**src/rtl/tlb_pkg.sv**
```systemverilog
// Shared TLB definitions: walker state encoding, PTE field positions and the
// default widths used by the walker and simple_tlb.
package tlb_pkg;

  localparam int unsigned TLB_ENTRY_NUM         = 16;
  localparam int unsigned TLB_VPN_WIDTH         = 20;
  localparam int unsigned TLB_PPN_WIDTH         = 20;
  localparam int unsigned TLB_PAGE_OFFSET_WIDTH = 12;
  localparam int unsigned TLB_PTE_WIDTH         = 32;

  // PTE layout: [0]=valid, [1]=leaf, [PPN_LSB +: PPN_WIDTH]=PPN
  localparam int unsigned PTE_V       = 0;
  localparam int unsigned PTE_L       = 1;
  localparam int unsigned PTE_PPN_LSB = 10;

  typedef enum logic [2:0] {
    S_IDLE    = 3'd0,
    S_L1_REQ  = 3'd1,
    S_L1_WAIT = 3'd2,
    S_L0_REQ  = 3'd3,
    S_L0_WAIT = 3'd4,
    S_FILL    = 3'd5,
    S_FAULT   = 3'd6
  } tlb_walk_state_e;

endpackage

```
**src/rtl/tlb_rr_ptr.sv**
```systemverilog
// Round-robin victim pointer: counts 0..ENTRY_NUM-1 and wraps, stepping once
// per cycle while i_advance is high.
//   clk, rst_n   clock, asynchronous active-low reset (pointer -> 0)
//   i_advance    step the pointer this cycle
//   o_ptr        current pointer value
module tlb_rr_ptr #(
  parameter int unsigned ENTRY_NUM = 16
) (
  input  logic                         clk,
  input  logic                         rst_n,
  input  logic                         i_advance,
  output logic [$clog2(ENTRY_NUM)-1:0] o_ptr
);

  localparam int unsigned PTR_W = $clog2(ENTRY_NUM);

  logic [PTR_W-1:0] r_ptr;

  // Explicit wrap so non-power-of-two entry counts never reach invalid slots
  always_ff @(posedge clk or negedge rst_n) begin
    if (!rst_n) begin
      r_ptr <= '0;
    end else if (i_advance) begin
      if (r_ptr == PTR_W'(ENTRY_NUM - 1)) r_ptr <= '0;
      else                                r_ptr <= r_ptr + 1'b1;
    end
  end

  assign o_ptr = r_ptr;

endmodule

```
**src/rtl/tlb_refill_walker.sv**
```systemverilog
// Two-level page-table walker feeding the TLB write port. A miss fetches the
// level-1 PTE, then the level-0 PTE, and either fills the round-robin victim
// slot (write_en pulse) or reports a fault pulse.
//   clk, rst_n                 clock, asynchronous active-low reset
//   miss_valid/ready           miss request handshake; miss_vpn, root_ppn sampled on it
//   mem_req_valid/ready/addr   PTE read request, addr = {table_ppn, vpn_idx, 2'b00}
//   mem_resp_valid/data        in-order PTE read data
//   write_en/index/vpn/ppn     one-cycle TLB fill
//   fault                      one-cycle walk failure, write_vpn holds the VPN
//   busy                       walker not idle
module tlb_refill_walker
  import tlb_pkg::*;
#(
  parameter int unsigned ENTRY_NUM         = TLB_ENTRY_NUM,
  parameter int unsigned VPN_WIDTH         = TLB_VPN_WIDTH,
  parameter int unsigned PPN_WIDTH         = TLB_PPN_WIDTH,
  parameter int unsigned PAGE_OFFSET_WIDTH = TLB_PAGE_OFFSET_WIDTH,
  parameter int unsigned PTE_WIDTH         = TLB_PTE_WIDTH
) (
  input  logic                                   clk,
  input  logic                                   rst_n,
  input  logic                                   miss_valid,
  output logic                                   miss_ready,
  input  logic [VPN_WIDTH-1:0]                   miss_vpn,
  input  logic [PPN_WIDTH-1:0]                   root_ppn,
  output logic                                   mem_req_valid,
  input  logic                                   mem_req_ready,
  output logic [PPN_WIDTH+PAGE_OFFSET_WIDTH-1:0] mem_req_addr,
  input  logic                                   mem_resp_valid,
  input  logic [PTE_WIDTH-1:0]                   mem_resp_data,
  output logic                                   write_en,
  output logic [$clog2(ENTRY_NUM)-1:0]           write_index,
  output logic [VPN_WIDTH-1:0]                   write_vpn,
  output logic [PPN_WIDTH-1:0]                   write_ppn,
  output logic                                   fault,
  output logic                                   busy
);

  localparam int unsigned HALF = VPN_WIDTH / 2;

  tlb_walk_state_e        r_state;
  tlb_walk_state_e        w_state_nxt;
  logic [VPN_WIDTH-1:0]   r_vpn;
  logic [PPN_WIDTH-1:0]   r_root_ppn;
  logic [PPN_WIDTH-1:0]   r_next_ppn;
  logic [PPN_WIDTH-1:0]   r_leaf_ppn;

  logic                         w_pte_v;
  logic                         w_pte_l;
  logic [PPN_WIDTH-1:0]         w_pte_ppn;
  logic [HALF-1:0]              w_vpn_idx;
  logic [PPN_WIDTH-1:0]         w_table_ppn;
  logic [PAGE_OFFSET_WIDTH-1:0] w_offset;
  logic                         w_advance;
  logic                         w_unused_pte;

  assign w_pte_v   = mem_resp_data[PTE_V];
  assign w_pte_l   = mem_resp_data[PTE_L];
  assign w_pte_ppn = mem_resp_data[PTE_PPN_LSB +: PPN_WIDTH];
  // PTE bits between L and PPN (and above PPN) are not consumed by the walker
  assign w_unused_pte = ^mem_resp_data;

  // ---------------- state register ----------------
  always_ff @(posedge clk or negedge rst_n) begin
    if (!rst_n) r_state <= S_IDLE;
    else        r_state <= w_state_nxt;
  end

  // ---------------- next-state logic ----------------
  always_comb begin
    w_state_nxt = r_state;
    case (r_state)
      S_IDLE:    if (miss_valid)    w_state_nxt = S_L1_REQ;
      S_L1_REQ:  if (mem_req_ready) w_state_nxt = S_L1_WAIT;
      // superpages (leaf at level 1) are not supported and fault
      S_L1_WAIT: if (mem_resp_valid)
                   w_state_nxt = (w_pte_v && !w_pte_l) ? S_L0_REQ : S_FAULT;
      S_L0_REQ:  if (mem_req_ready) w_state_nxt = S_L0_WAIT;
      S_L0_WAIT: if (mem_resp_valid)
                   w_state_nxt = (w_pte_v && w_pte_l) ? S_FILL : S_FAULT;
      S_FILL:    w_state_nxt = S_IDLE;
      S_FAULT:   w_state_nxt = S_IDLE;
      default:   w_state_nxt = S_IDLE;
    endcase
  end

  // ---------------- walk context latches ----------------
  always_ff @(posedge clk or negedge rst_n) begin
    if (!rst_n) begin
      r_vpn      <= '0;
      r_root_ppn <= '0;
      r_next_ppn <= '0;
      r_leaf_ppn <= '0;
    end else begin
      if (r_state == S_IDLE && miss_valid) begin
        r_vpn      <= miss_vpn;
        r_root_ppn <= root_ppn;
      end
      if (r_state == S_L1_WAIT && mem_resp_valid) r_next_ppn <= w_pte_ppn;
      if (r_state == S_L0_WAIT && mem_resp_valid && w_pte_v && w_pte_l)
        r_leaf_ppn <= w_pte_ppn;
    end
  end

  // ---------------- output logic ----------------
  always_comb begin
    miss_ready    = 1'b0;
    mem_req_valid = 1'b0;
    write_en      = 1'b0;
    fault         = 1'b0;
    w_vpn_idx     = r_vpn[HALF-1:0];
    w_table_ppn   = r_next_ppn;
    case (r_state)
      S_IDLE:   miss_ready = 1'b1;
      S_L1_REQ: begin
        mem_req_valid = 1'b1;
        w_vpn_idx     = r_vpn[VPN_WIDTH-1 -: HALF];
        w_table_ppn   = r_root_ppn;
      end
      S_L0_REQ: mem_req_valid = 1'b1;
      S_FILL:   write_en = 1'b1;
      S_FAULT:  fault = 1'b1;
      default:  ;
    endcase
  end

  // Offset field is {zero pad, vpn_idx, 2'b00}; built by slice so the pad may be zero-width
  always_comb begin
    w_offset              = '0;
    w_offset[2 +: HALF]   = w_vpn_idx;
  end

  assign mem_req_addr = mem_req_valid ? {w_table_ppn, w_offset} : '0;
  assign busy         = (r_state != S_IDLE);
  assign write_vpn    = r_vpn;
  assign write_ppn    = r_leaf_ppn;
  assign w_advance    = (r_state == S_FILL);

  tlb_rr_ptr #(
    .ENTRY_NUM (ENTRY_NUM)
  ) u_rr_ptr (
    .clk       (clk),
    .rst_n     (rst_n),
    .i_advance (w_advance),
    .o_ptr     (write_index)
  );

endmodule
```
**config.mk**
```make
export PLATFORM = sky130hd
export DESIGN_NAME = tlb_refill_walker
export DESIGN_NICKNAME = d
export VERILOG_FILES = /design/src/rtl/tlb_pkg.sv /design/src/rtl/tlb_rr_ptr.sv /design/src/rtl/tlb_refill_walker.sv
export SDC_FILE = /design/constraint.sdc
export NUM_CORES = 1
export LEC_CHECK = 0
export ABC_AREA = 0
export ABC_CLOCK_PERIOD_IN_PS = 3500
export CORE_ASPECT_RATIO = 0.5
export CORE_MARGIN = 10
export CORE_UTILIZATION = 47
export DETAILED_ROUTE_END_ITERATION = 8
export PLACE_DENSITY = 0.92
export SYNTH_ARGS = -nofsm -noshare
export SYNTH_HDL_FRONTEND = slang
export SYNTH_SLANG_ARGS = --single-unit
```
**constraint.sdc**
```tcl
create_clock -name clk -period 3.5 [get_ports clk]
set_clock_uncertainty 0.1 [all_clocks]
set_input_delay 0.7 -clock clk [delete_from_list [all_inputs] [get_ports clk]]
set_output_delay 0.7 -clock clk [all_outputs]
set_load 0.05 [all_outputs]
```
==> results.txt <==
----------------------------------------------------
[Yosys]
  Post-synthesis register bit count ... 87
  Simple logic cell fraction of the synthesized area ... 0.0619
  Dominant combinational cell family by area after synthesis ... multiplexers
  Cell count after synthesis ... between 200 and 300
  Number of distinct library cell variants in the gate-level netlist after synthesis ... 31
  Mux cell area share after synthesis ... 0.315
  Synthesized-area fraction occupied by ao, oa, aoi and oai cells ... 0.0221
  Yosys warning count ... 0
  Share of the synthesized netlist area taken by xor and xnor gates ... 0.00221
  Fraction of the mapped netlist area in adder cells ... 0.00316
  Register area share after synthesis ... 0.550
  Average instance area after synthesis ... 13.5 µm²
  Area of the mapped netlist ... 0.00396 mm²

[Global route]
  Global-route wire length before repair ... about 17,000 µm
  Global-route usage over all layers ... 0.166
  Initial antenna violation count ... 0
  Overflow left after global routing ... 0
  Maximum number of pins on one net before global-route repair ... 41
  Vias in the first global route ... 3,006

[Cells and area]
  Highest-count cells in the layout ignoring fill and taps ... 114 x sky130_fd_sc_hd__clkdlybuf4s50_1, 86 x sky130_fd_sc_hd__dfrtp_1, 70 x sky130_fd_sc_hd__mux2_2, 38 x sky130_fd_sc_hd__buf_4, 34 x sky130_fd_sc_hd__nor2_1
  Synth-to-layout area growth ... 44.2%
  Diodes inserted ... 0
  Final net count ... 517
  Most common cell after layout, fill and taps aside ... sky130_fd_sc_hd__clkdlybuf4s50_1
  Fraction of final layout cells sized beyond drive strength 1 ... 0.312

[Pwr]
  Sequential group share of total power ... 0.285
  Ratio of total power to cell area ... 1150 mW/mm²
  Switching power as a share of total power ... 0.460
  Lkg Pwr ... about 2.6 nW
  Power share of the combinational group ... 0.570
  Sw Pwr ... 3.03 mW
  Internal Dissipation ... 3.55 mW
  Proportion of power drawn by the clock network ... 0.145
  Highest ir drop seen on vdd ... 0.580 mV

[Setup path]
  Crit-path cells ... nor2b_1 -> nand2_1 -> inv_1 -> clkdlybuf4s50_1
  Delay-heaviest family, CP ... buffers and inverters
  Arrival time at the worst endpoint ... 2250 ps
  Max FO, Critical Path ... 15
  Critical Path Start Type ... flop
  Sum of buffers and inverters on the critical path ... 2
  Kind of end point of the critical path ... output port
  Data required time at the worst endpoint ... about 2700 ps
  Worst path depth ... 4
  Delay of the slowest cell on the worst path ... about 850 ps
  Crit Path Class ... reg -> out
  Worst R2R Path Depth ... 4
  Crit-path slowest cell ... sky130_fd_sc_hd__clkdlybuf4s50_1

[Die]
  Area of the placeable core ... between 0.008 and 0.009 mm²
  Starting density of the core ... 0.490
  Top-level I/O count ... around 160
  Overall die height ... 84.9 µm
  Die Span X ... roughly 150 µm
  Num rows ... 23
  Area of the die ... 0.0127 mm²

[STA]
  Final hold viol count ... 0
  Worst max-slew margin expressed relative to the limit ... 0.479
  Final critical-path required period ... 3050 ps
  Highest clock rate ... 328 MHz
  Post-route worst setup slack ... between 400 and 500 ps
  Final Hold Slack ... 250 ps
  Portion of the clock cycle consumed by the worst path in the final layout ... 0.871
  Pins Over Slew Limit ... 0
  Slew @ Worst Pin ... 782 ps
  Setup-failing EPs final ... 0
  Setup repair after global routing missed its margin ... no
  Total negative setup slack ... 0 ps

[Drt]
  Total wire length after detailed routing ... 10,700 µm
  Via-to-Cell Ratio ... 5.10
  Via count ... 2,830
  DRC viols ... 0
  Antenna Violating Nets Remaining ... 0
  First-iteration detailed-routing DRC count ... 169
  Post-DR wirelength/cell ... 19.2 µm
  Pre-antenna DRT Iters ... 4

[Run status]
  Status ... complete, no violations

[Clock network]
  Maximum clock insertion buffer count ... 2
  Clock Sink Count ... just under 90
  CTS tree ... built
  Number of gates given a new drive strength after cts ... 0
  Clock latency at the later pin of the worst-skew pair ... between 300 and 400 ps
  H-tree levels ... 3
  Cell at the root of the clock tree ... sky130_fd_sc_hd__clkbuf_16
  Number of buffers inserted during clock tree synthesis ... 9
  Setup Buffers After CTS ... 0
  Clock slew at the register clock pins of the worst setup and hold paths ... 60 ps
  Hold-fix buffers at CTS ... 0

[Placement]
  Port Buffers ... 145
  Worst setup slack after placement ... 718 ps
  Detailed-placement wirelength estimate ... 8010 µm
  Global placer's final weighted congestion ... 0.785

[Hold path]
  Class of the tightest hold or removal check ... in -> async

[Job]
  Number of violations of the max-capacitance limit ... 0

----------------------------------------------------
-- sequential cells by signal (all words and copies together) (netlist names) --
signal          count
r_next_ppn         20
r_root_ppn         20
r_state             3
u_rr_ptr.o_ptr      4
write_ppn          20
write_vpn          20
-- worst register-to-register path, stage by stage, from the launching register on --
cell	delay, ps
sky130_fd_sc_hd__dfrtp_2	550
sky130_fd_sc_hd__buf_4	280
sky130_fd_sc_hd__nor4_4	650
sky130_fd_sc_hd__buf_12	240
sky130_fd_sc_hd__mux2_2	350
-- power by group through the flow --
stage	Combinational (mW)	Sequential, mW	Clock (mW)
finish	3.75	1.88	0.953
global route	3.93	1.95	1.01
CTS	3.80	1.88	0.973
detailed placement	3.78	1.89	0
global placement	3.72	1.85	0
floorplan	1.83	2.66	0
-- stage by stage --
step	power, mW	cells	utilization	instance area (µm²)
after floorplan	4.49	294	-	3960
after global placement	5.58	540	0.669	5410
after detailed placement	5.67	540	0.669	5410
after CTS	6.65	555	0.706	5710
after global routing	6.89	555	0.706	5710
final	6.58	555	0.706	5710
-- cells in the mapped netlist, drive strengths merged --
master,instances,area share
nor3,1,0.0013
dfrtp,87,0.55
nor4,1,0.0032
xnor2,1,0.0022
nand4,1,0.0016
conb,1,0.00095
inv,6,0.0057
a21o,1,0.0019
nor2,35,0.037
nor2b,1,0.0016
or3,1,0.0028
mux2,80,0.24
ha,1,0.0032
o2bb2ai,1,0.0022
nand2,10,0.0095
a311oi,1,0.0022
nand2b,3,0.0047
o221ai,1,0.0022
o21ai,5,0.0063
mux2i,31,0.078
o22ai,1,0.0016
a31oi,2,0.0032
a21oi,2,0.0025
buf,19,0.039
-- layer usage --
layer	GRT usage	vias to the layer above	wire [µm]
li1	-	1304	-
met5	0	-	0
met3	0.0381	10	489
met1	0.185	1445	4200
met4	0.0430	0	133
met2	0.312	71	5830
-- path summary, 6_finish.rpt --
| path | startpoint | endpoint | slack, ps |
|---|---|---|---|
| max | r_state[1] | write_en | 450 |
| min | rst_n | write_vpn[19] | 250 |
| max reg2reg | r_state[1] | write_ppn[14] | 1210 |
| min reg2reg | write_ppn[12] | write_ppn[12] | 400 |
| max in group asynchronous | rst_n | r_next_ppn[14] | 2310 |
| min in group clk | write_ppn[12] | write_ppn[12] | 400 |
-- cells by family after synthesis --
kind of cell / Yosys count
other cells: 1
fa+ha+maj: 1
simple gates: 53
buf+inv: 25
flops: 87
xor+xnor: 1
mux: 111
compound gates: 14
-- layout make-up --
| type | instances | area [µm²] |
|---|---|---|
| fill | 543 | 2380 |
| sequential | 87 | 2180 |
| multi-input combinational | 182 | 1620 |
| timing repair buffer | 153 | 1450 |
| clock buffer | 12 | 256 |
| tap | 112 | 140 |
| clock inverter | 3 | 42.5 |
| inverter | 6 | 22.5 |
Note: power is estimated with default switching activity, not from simulation.
